--- src/rtl/fifo_if.sv ---
// FifoIO: write/read handshake bundle between a producer, a FIFO and a consumer.
// The FIFO side uses the fifo modport; each end uses its own modport.
interface FifoIO #(
  parameter int DATA_WIDTH = 16
);
  logic                  wr_en;
  logic [DATA_WIDTH-1:0] wr_data;
  logic                  full;
  logic                  rd_en;
  logic [DATA_WIDTH-1:0] rd_data;
  logic                  empty;

  modport fifo (
    input  wr_en,
    input  wr_data,
    input  rd_en,
    output rd_data,
    output full,
    output empty
  );

  modport producer (
    output wr_en,
    output wr_data,
    input  full
  );

  modport consumer (
    output rd_en,
    input  rd_data,
    input  empty
  );
endinterface

--- src/rtl/fifo.sv ---
// fifo: single-clock first-word-fall-through buffer for a NoC router port.
// The depth is any value >= 2; pointers wrap explicitly rather than by overflow.
module fifo #(
  parameter int DATA_WIDTH = 16,
  parameter int FIFO_SIZE  = 4
) (
  input logic clk,
  input logic rst,
  FifoIO.fifo fifo_io
);

  localparam int PW = $clog2(FIFO_SIZE);
  localparam int CW = $clog2(FIFO_SIZE + 1);
  localparam logic [PW-1:0] LAST  = PW'(FIFO_SIZE - 1);
  localparam logic [CW-1:0] DEPTH = CW'(FIFO_SIZE);

  logic [DATA_WIDTH-1:0] mem [FIFO_SIZE];
  logic [PW-1:0]         wr_ptr;
  logic [PW-1:0]         rd_ptr;
  logic [CW-1:0]         count;

  logic full;
  logic empty;
  logic do_wr;
  logic do_rd;

  assign full  = (count == DEPTH);
  assign empty = (count == '0);

  // A full FIFO still takes a write when the head is popped on the same edge.
  assign do_rd = fifo_io.rd_en && !empty;
  assign do_wr = fifo_io.wr_en && (!full || do_rd);

  assign fifo_io.full    = full;
  assign fifo_io.empty   = empty;
  assign fifo_io.rd_data = empty ? '0 : mem[rd_ptr];

  function automatic logic [PW-1:0] nxt(
    input logic [PW-1:0] p
  );
    return (p == LAST) ? '0 : p + PW'(1);
  endfunction

  always_ff @(posedge clk) begin
    if (do_wr) begin
      mem[wr_ptr] <= fifo_io.wr_data;
    end
  end

  always_ff @(posedge clk or posedge rst) begin
    if (rst) begin
      wr_ptr <= '0;
      rd_ptr <= '0;
      count  <= '0;
    end else begin
      if (do_wr) begin
        wr_ptr <= nxt(wr_ptr);
      end
      if (do_rd) begin
        rd_ptr <= nxt(rd_ptr);
      end
      if (do_wr && !do_rd) begin
        count <= count + CW'(1);
      end else if (do_rd && !do_wr) begin
        count <= count - CW'(1);
      end
    end
  end

endmodule

--- src/flat_wrapper.sv ---
// flat-port wrapper written by rule: the top's interface ports become plain ports
module fifo_flat 
#(
  parameter int DATA_WIDTH = 16,
  parameter int FIFO_SIZE  = 4
)
  (clk, rst, fifo_io_wr_en, fifo_io_wr_data, fifo_io_rd_en, fifo_io_rd_data, fifo_io_full, fifo_io_empty);
  FifoIO #(.DATA_WIDTH(DATA_WIDTH)) fifo_io_i ();
  input logic clk;
  input logic rst;
  input wire logic [$bits(fifo_io_i.wr_en)-1:0] fifo_io_wr_en;
  input wire logic [$bits(fifo_io_i.wr_data)-1:0] fifo_io_wr_data;
  input wire logic [$bits(fifo_io_i.rd_en)-1:0] fifo_io_rd_en;
  output wire logic [$bits(fifo_io_i.rd_data)-1:0] fifo_io_rd_data;
  output wire logic [$bits(fifo_io_i.full)-1:0] fifo_io_full;
  output wire logic [$bits(fifo_io_i.empty)-1:0] fifo_io_empty;
  assign fifo_io_i.wr_en = fifo_io_wr_en;
  assign fifo_io_i.wr_data = fifo_io_wr_data;
  assign fifo_io_i.rd_en = fifo_io_rd_en;
  assign fifo_io_rd_data = fifo_io_i.rd_data;
  assign fifo_io_full = fifo_io_i.full;
  assign fifo_io_empty = fifo_io_i.empty;
  fifo #(.DATA_WIDTH(DATA_WIDTH), .FIFO_SIZE(FIFO_SIZE)) u_core (.clk(clk), .rst(rst), .fifo_io(fifo_io_i));
endmodule
--- config.mk ---
export PLATFORM = sky130hd
export DESIGN_NAME = fifo_flat
export DESIGN_NICKNAME = d
export VERILOG_FILES = /design/src/rtl/fifo_if.sv /design/src/rtl/fifo.sv /design/src/flat_wrapper.sv
export SDC_FILE = /design/constraint.sdc
export NUM_CORES = 1
export LEC_CHECK = 0
export ABC_AREA = 1
export BUFFER_PORTS_ARGS = -buffer_cell sky130_fd_sc_hd__clkbuf_2
export CORE_MARGIN = 2
export CORE_UTILIZATION = 25
export DETAILED_ROUTE_END_ITERATION = 12
export SKIP_LAST_GASP = 1
export SLEW_MARGIN = 20
export SYNTH_ARGS = -nofsm -noshare
export SYNTH_HDL_FRONTEND = slang
export SYNTH_SLANG_ARGS = --single-unit
export TNS_END_PERCENT = 10
--- constraint.sdc ---
create_clock -name clk -period 1.7 [get_ports clk]
set_input_delay 0 -clock clk [delete_from_list [all_inputs] [get_ports clk]]
set_output_delay 0 -clock clk [all_outputs]
set_load 0.02 [all_outputs]
# After elaboration in Yosys (flattened, before gate mapping)
# Memories as Yosys holds them, arrays and structs flattened.
# Cells that the tools add are included.
[word_totals] memories=1 register_bits=7 out_inout_bits=18 wordCells=29 mem_bits_rw=64 in_bits=20
[classes] n_reduce_logical=11 n_eq_ne=3 addsub=4 mux=7
[memory_table] name="u_core.mem" words=4 word_bits=16 read_ports=1 rd_clocked_by_memory_dff=0 wr=1 line="fifo.sv:17" text="logic [DATA_WIDTH-1:0] mem [FIFO_SIZE];"
[op_table] operator="$mux 16" count=1
[op_table] operator="$mux 3" count=2
[op_table] operator="$add 2x1->2 const B" count=2
[op_table] operator="$eq 2x2->1 const B" count=2
[op_table] operator="$logic_and 1x1->1" count=4
[op_table] operator="$logic_not 1->1" count=4
[op_table] operator="$mux 2" count=2
[op_table] operator="$add 3x1->3 const B" count=1
[op_table] operator="$eq 3x3->1 const B" count=1
[op_table] operator="$logic_not 3->1" count=1
[op_table] operator="$sub 3x1->3 const B" count=1
[op_table] operator="$mux 1" count=2
[op_table] operator="$reduce_bool 2->1" count=1
[op_table] operator="$logic_or 1x1->1" count=1

# Logic depth before layout (Yosys ltp)
[logic_depth] word_depth=9 ltp_mapped=12 ltp_nobuf=12

# Least setup slack after synthesis
# No wires, ideal clock.
[synth_timing] path_kind="register to register" startpoint="register u_core.count[0]" endpoint="memory u_core.mem[0][0] (enable)" slack_ns=-0.115 path_buffers=0 setup_ns=0.389 synth_period_minus_slack_ns=1.815 required_ns=1.311 arrival_time_ns=1.426 stages_incl_launch_ff=5 cell_sequence="dfrtp_1 > nor2_1 > nand3_1 > nand2_1 > nor2_1"
[synth_between] elab_chain_len=7 elab_cells_between_ends=9 cone_classes="eq/ne (1); mux (2); reduce/logical (6)"
[synth_rtl] element="start: declaration" line="fifo.sv:20" text="logic [CW-1:0] count;"
[synth_rtl] element="start signal: assignment" line="fifo.sv:63" text="count <= count + CW'(1);"
[synth_rtl] element="start signal: assignment" line="fifo.sv:65" text="count <= count - CW'(1);"
[synth_rtl] element="$logic_not 3->1" line="fifo.sv:28" text="assign empty = (count == '0);"
[synth_rtl] element="$logic_not 1->1" line="fifo.sv:31" text="assign do_rd = fifo_io.rd_en && !empty;"
[synth_rtl] element="$logic_and 1x1->1" line="fifo.sv:31"
[synth_rtl] element="$logic_or 1x1->1 *" line="fifo.sv:32" text="assign do_wr = fifo_io.wr_en && (!full || do_rd);"
[synth_rtl] element="$logic_and 1x1->1 *" line="fifo.sv:32"
[synth_rtl] element="$mux 1 *" line="fifo.sv:45" text="if (do_wr) begin"
[synth_rtl] element="$mux 1 (implied by the code) *" line="fifo.sv:46" text="mem[wr_ptr] <= fifo_io.wr_data;"
[synth_rtl] element="end: declaration" line="fifo.sv:17"
# Every way passes the cells marked *; elsewhere a longest branch is shown, timed or not.

# Worst setup path after layout
[layout_timing] startpoint="register u_core.count[1]" endpoint="register u_core.count[2]"
[layout_between] elab_chain_len=8 elab_cells_between_ends=16 cone_classes="add/sub (2); eq/ne (1); mux (2); reduce/logical (11)"
[layout_rtl] element="parallel branches: the longest is 8 deep, another holds $sub 3x1->3"
# Several ways; the timed one is not identified. The select of a mux whose other input is x is not followed.
# A chain may end at the register's enable or synchronous reset.

==> reports/qor_table.md <==
| Item | Value |
|---|---|
| Number of buffers inserted during clock tree synthesis | 9 |
| M1 wire length | 2980 um |
| Number of buffers on the longest clock path | 2 |
| Clk_lat worst skew | 0.33 ns |
| TritonRoute pass-1 iters | 4 |
| Number of hold-slack violations in the final timing report | 0 |
| CTS sink count | 71 |
| Fraction of layout instances using a drive strength above 1 | 21.4% |
| Overall via count from detail_route | 2185 |
| Class of the tightest hold or removal check | input port to asynchronous set/reset pin |
| Total of warnings raised by yosys | 0 |
| Setup WS post-layout | 0.0209 ns |
| Proportion of power drawn by combinational gates | 40.2% |
| Arrival time reported for the critical path endpoint | 1.95 ns |
| Metal2 WL | 3390 um |
| Setup repair after global routing missed its margin | yes |
| Post-CTS clock slew at the launch and capture registers of the worst setup and hold paths | 0.06 ns |
| Sequential area share after synthesis | 65.2% |
| Length of routed met3 wiring | 297 um |
| DRC marker count from the first detailed-route iteration | 178 |
| Area growth, synth to finish | 30.6% |
| Period minus WS final | 1.68 ns |
| Power per unit of standard cell area | 1770 nW/um^2 |
| Max_cap viols | 0 |
| Leak pwr | 1.92 nW |
| Initial standard-cell utilization of the core | 25.6% |
| Number of buffer cells added on primary ports | 37 |
| Clock tree from TritonCTS | done |
| Worst Tran Pin Value | 0.331 ns |
| Pwr Total | 0.00744 W |
| Max-slew violation count | 0 |
| Core Footprint | 12600 um^2 |
| Portion of total power attributed to the clock network | 26.7% |
| Maximum VDD drop | 0.580 mV |
| Outcome | completed |
| Initial antenna violation count | 0 |
| Average size of a mapped cell | 10.2 um^2 |
| Top fanout value on the critical path | 2 |
| Setup TNS | 0 ns |
| Io pins | 38 |
| Uppermost layer routed | met4 |
| Leftover overflow at the end of global routing | 0 |
| Root Driver | clkbuf_16 |
| Sw Ratio | 37.8% |
| Count of antenna diodes in the layout | 0 |
| Hold WS | 0.135 ns |
| Final Core Density | 33.4% |
| Max_slew headroom | 77.9% |
| Reg area | 2100 um^2 |
| Fill cell instance count of the final layout | 1258 |
| Gr usage total | 10.3% |
| Die height | 117 um |
| Number of nets at the end of the flow | 414 |
| Total of flip-flops plus latches after synthesis | 71 |
| Antenna Violating Nets Remaining | 0 |
| Post-route DRC | 0 |
| Category of the critical setup timing path | flip-flop to flip-flop |
| Type of element launching the critical path | flip-flop |
| Total wire length | 6780 um |
| Internal Pwr Total | 0.00463 W |
| H-tree depth reported by CTS | 3 |
| Number of cell rows | 41 |
| Final HPWL DP | 4240 um |
| Peak clock frequency supported by timing | 596 MHz |
| Routed WL per cell | 12.0 um |
| Endpoints failing setup | 0 |
| Flop pwr share | 33.1% |
| Combined area of all synthesized cells | 3220 um^2 |
| CP endpoint kind | flip-flop |
| Net Switching | 0.00281 W |
| Placer congestion estimate | 0.730 |
| Cells after Synth | 314 |
| Required time at the worst-slack endpoint | 1.97 ns |
| Die Wd | 117 um |
| Worst reg2reg path depth | 11 |
| Worst-case clock skew | 0.00680 ns |
| Footprint of the multi-input gates | 747 um^2 |
| Minimum setup slack after placement | -0.0574 ns |
| Die area | 13800 um^2 |
| Global-route wire length before repair | 11000 um |
| Via-per-instance ratio | 3.87 |
| Distinct cell type count after synthesis | 18 |
| Portion of the clock cycle consumed by the worst path in the final layout | 98.8% |
| Maximum number of pins on one net before global-route repair | 33 |
| Number of nets in the synthesized netlist | 341 |
| Vias in the first global route | 2280 |
## synthesized netlist by cell type (all sizes together)
| library cell | count | share of area [%] |
|---|---|---|
| nand2 | 81 | 9.5 |
| xnor2 | 1 | 0.27 |
| a21oi | 16 | 2.5 |
| fa | 1 | 0.62 |
| nand4 | 1 | 0.19 |
| nor3 | 1 | 0.16 |
| o21ai | 1 | 0.16 |
| inv | 80 | 9.4 |
| nand3 | 37 | 5.8 |
| buf | 11 | 3.1 |
| edfxtp | 64 | 60 |
| dfrtp | 7 | 5.4 |
| ha | 6 | 2.3 |
| nor2 | 6 | 0.70 |
| or2 | 1 | 0.19 |
## layout by cell type (no fill, tap or decap), types with 3 or more instances in the layout
cell            n
nand2_1        79
inv_1          76
edfxtp_1       64
clkbuf_2       37
nand3_1        36
dlygate4sd3_1  19
buf_4          16
a21oi_1        13
clkbuf_16       9
dfrtp_1         6
nor2_1          5
ha_1            5
a21oi_2         3
## final timing paths
kind                                              from                            to  slack (ns)
hold / removal                                     rst   u_core.count[2]$_DFFE_PP0P_        0.13
min in group clk                    fifo_io_wr_data[9]    u_core.mem[0][9]$_DFFE_PP_        0.44
setup reg to reg           u_core.count[1]$_DFFE_PP0P_   u_core.count[2]$_DFFE_PP0P_        0.02
hold reg to reg            u_core.count[2]$_DFFE_PP0P_   u_core.count[2]$_DFFE_PP0P_        0.56
max in group asynchronous                          rst  u_core.rd_ptr[0]$_DFFE_PP0P_        1.31
setup / recovery           u_core.count[1]$_DFFE_PP0P_   u_core.count[2]$_DFFE_PP0P_        0.02
## state kept, by name, indices dropped and copies added, names as in the netlist
name	count
u_core.mem	64
u_core.count	3
u_core.rd_ptr	2
u_core.wr_ptr	2
## worst max-delay path, stage by stage (launching register included)
cell     delay, ns
dfrtp_1       0.39
nor2_2        0.14
nand2_1       0.10
nand2_2       0.08
ha_2          0.19
inv_2         0.06
fa_2          0.35
inv_1         0.07
nand2_1       0.07
nand3_1       0.07
nand2_1       0.06
nand2_1       0.06
## power by group through the flow
stage	clock network, W	registers (W)	logic (W)
after global routing	0.00210	0.00250	0.00331
after detailed placement	0	0.00248	0.00290
after global placement	0	0.00247	0.00282
final	0.00199	0.00246	0.00299
after floorplan	0	0.00246	0.00200
after CTS	0.00203	0.00246	0.00297
## area by class of cell
| cell class | count | area share [%] |
|---|---|---|
| Clock buffer | 9 | 5.36 |
| Clock inverter | 7 | 2.29 |
| Timing Repair Buffer | 73 | 12.3 |
| Sequential cell | 71 | 49.9 |
| Multi-Input combinational cell | 152 | 17.8 |
| Tap cell | 172 | 5.12 |
| Inverter | 80 | 7.26 |
## per-layer routing
metal | track usage [%] | vias up
met4 | 4.59 | 0
met3 | 2.82 | 9
met2 | 17.3 | 44
met5 | 0 | -
met1 | 12.3 | 1003
li1 | - | 1129
## stage by stage
stage	instances	cell area, um^2
4_1_cts	562	4160
6_report	564	4200
3_5_place_dp	527	3640
3_3_place_gp	527	3640
5_1_grt	564	4200
2_1_floorplan	314	3220
## timing repair
action,in CTS,in global routing
setup endpoints to repair,3,10
pin swaps,1,3
hold buffers,19,0
cloned,0,0
setup buffers,0,2
endpoints found under the hold margin,74,0
resized for setup,4,9
## kinds of logic (layout without fill, tap and decap cells)
kind of cell,after synthesis,after routing,share of synthesized area (%)
AND/OR/NAND/NOR,127,127,16.5
buffers and inverters,91,169,12.5
flip-flops,71,71,65.2
AO/OA/AOI/OAI,17,17,2.64
adder cells (fa/ha/maj),7,7,2.96
XOR/XNOR,1,1,0.272
(Power assumes the default switching activity.)
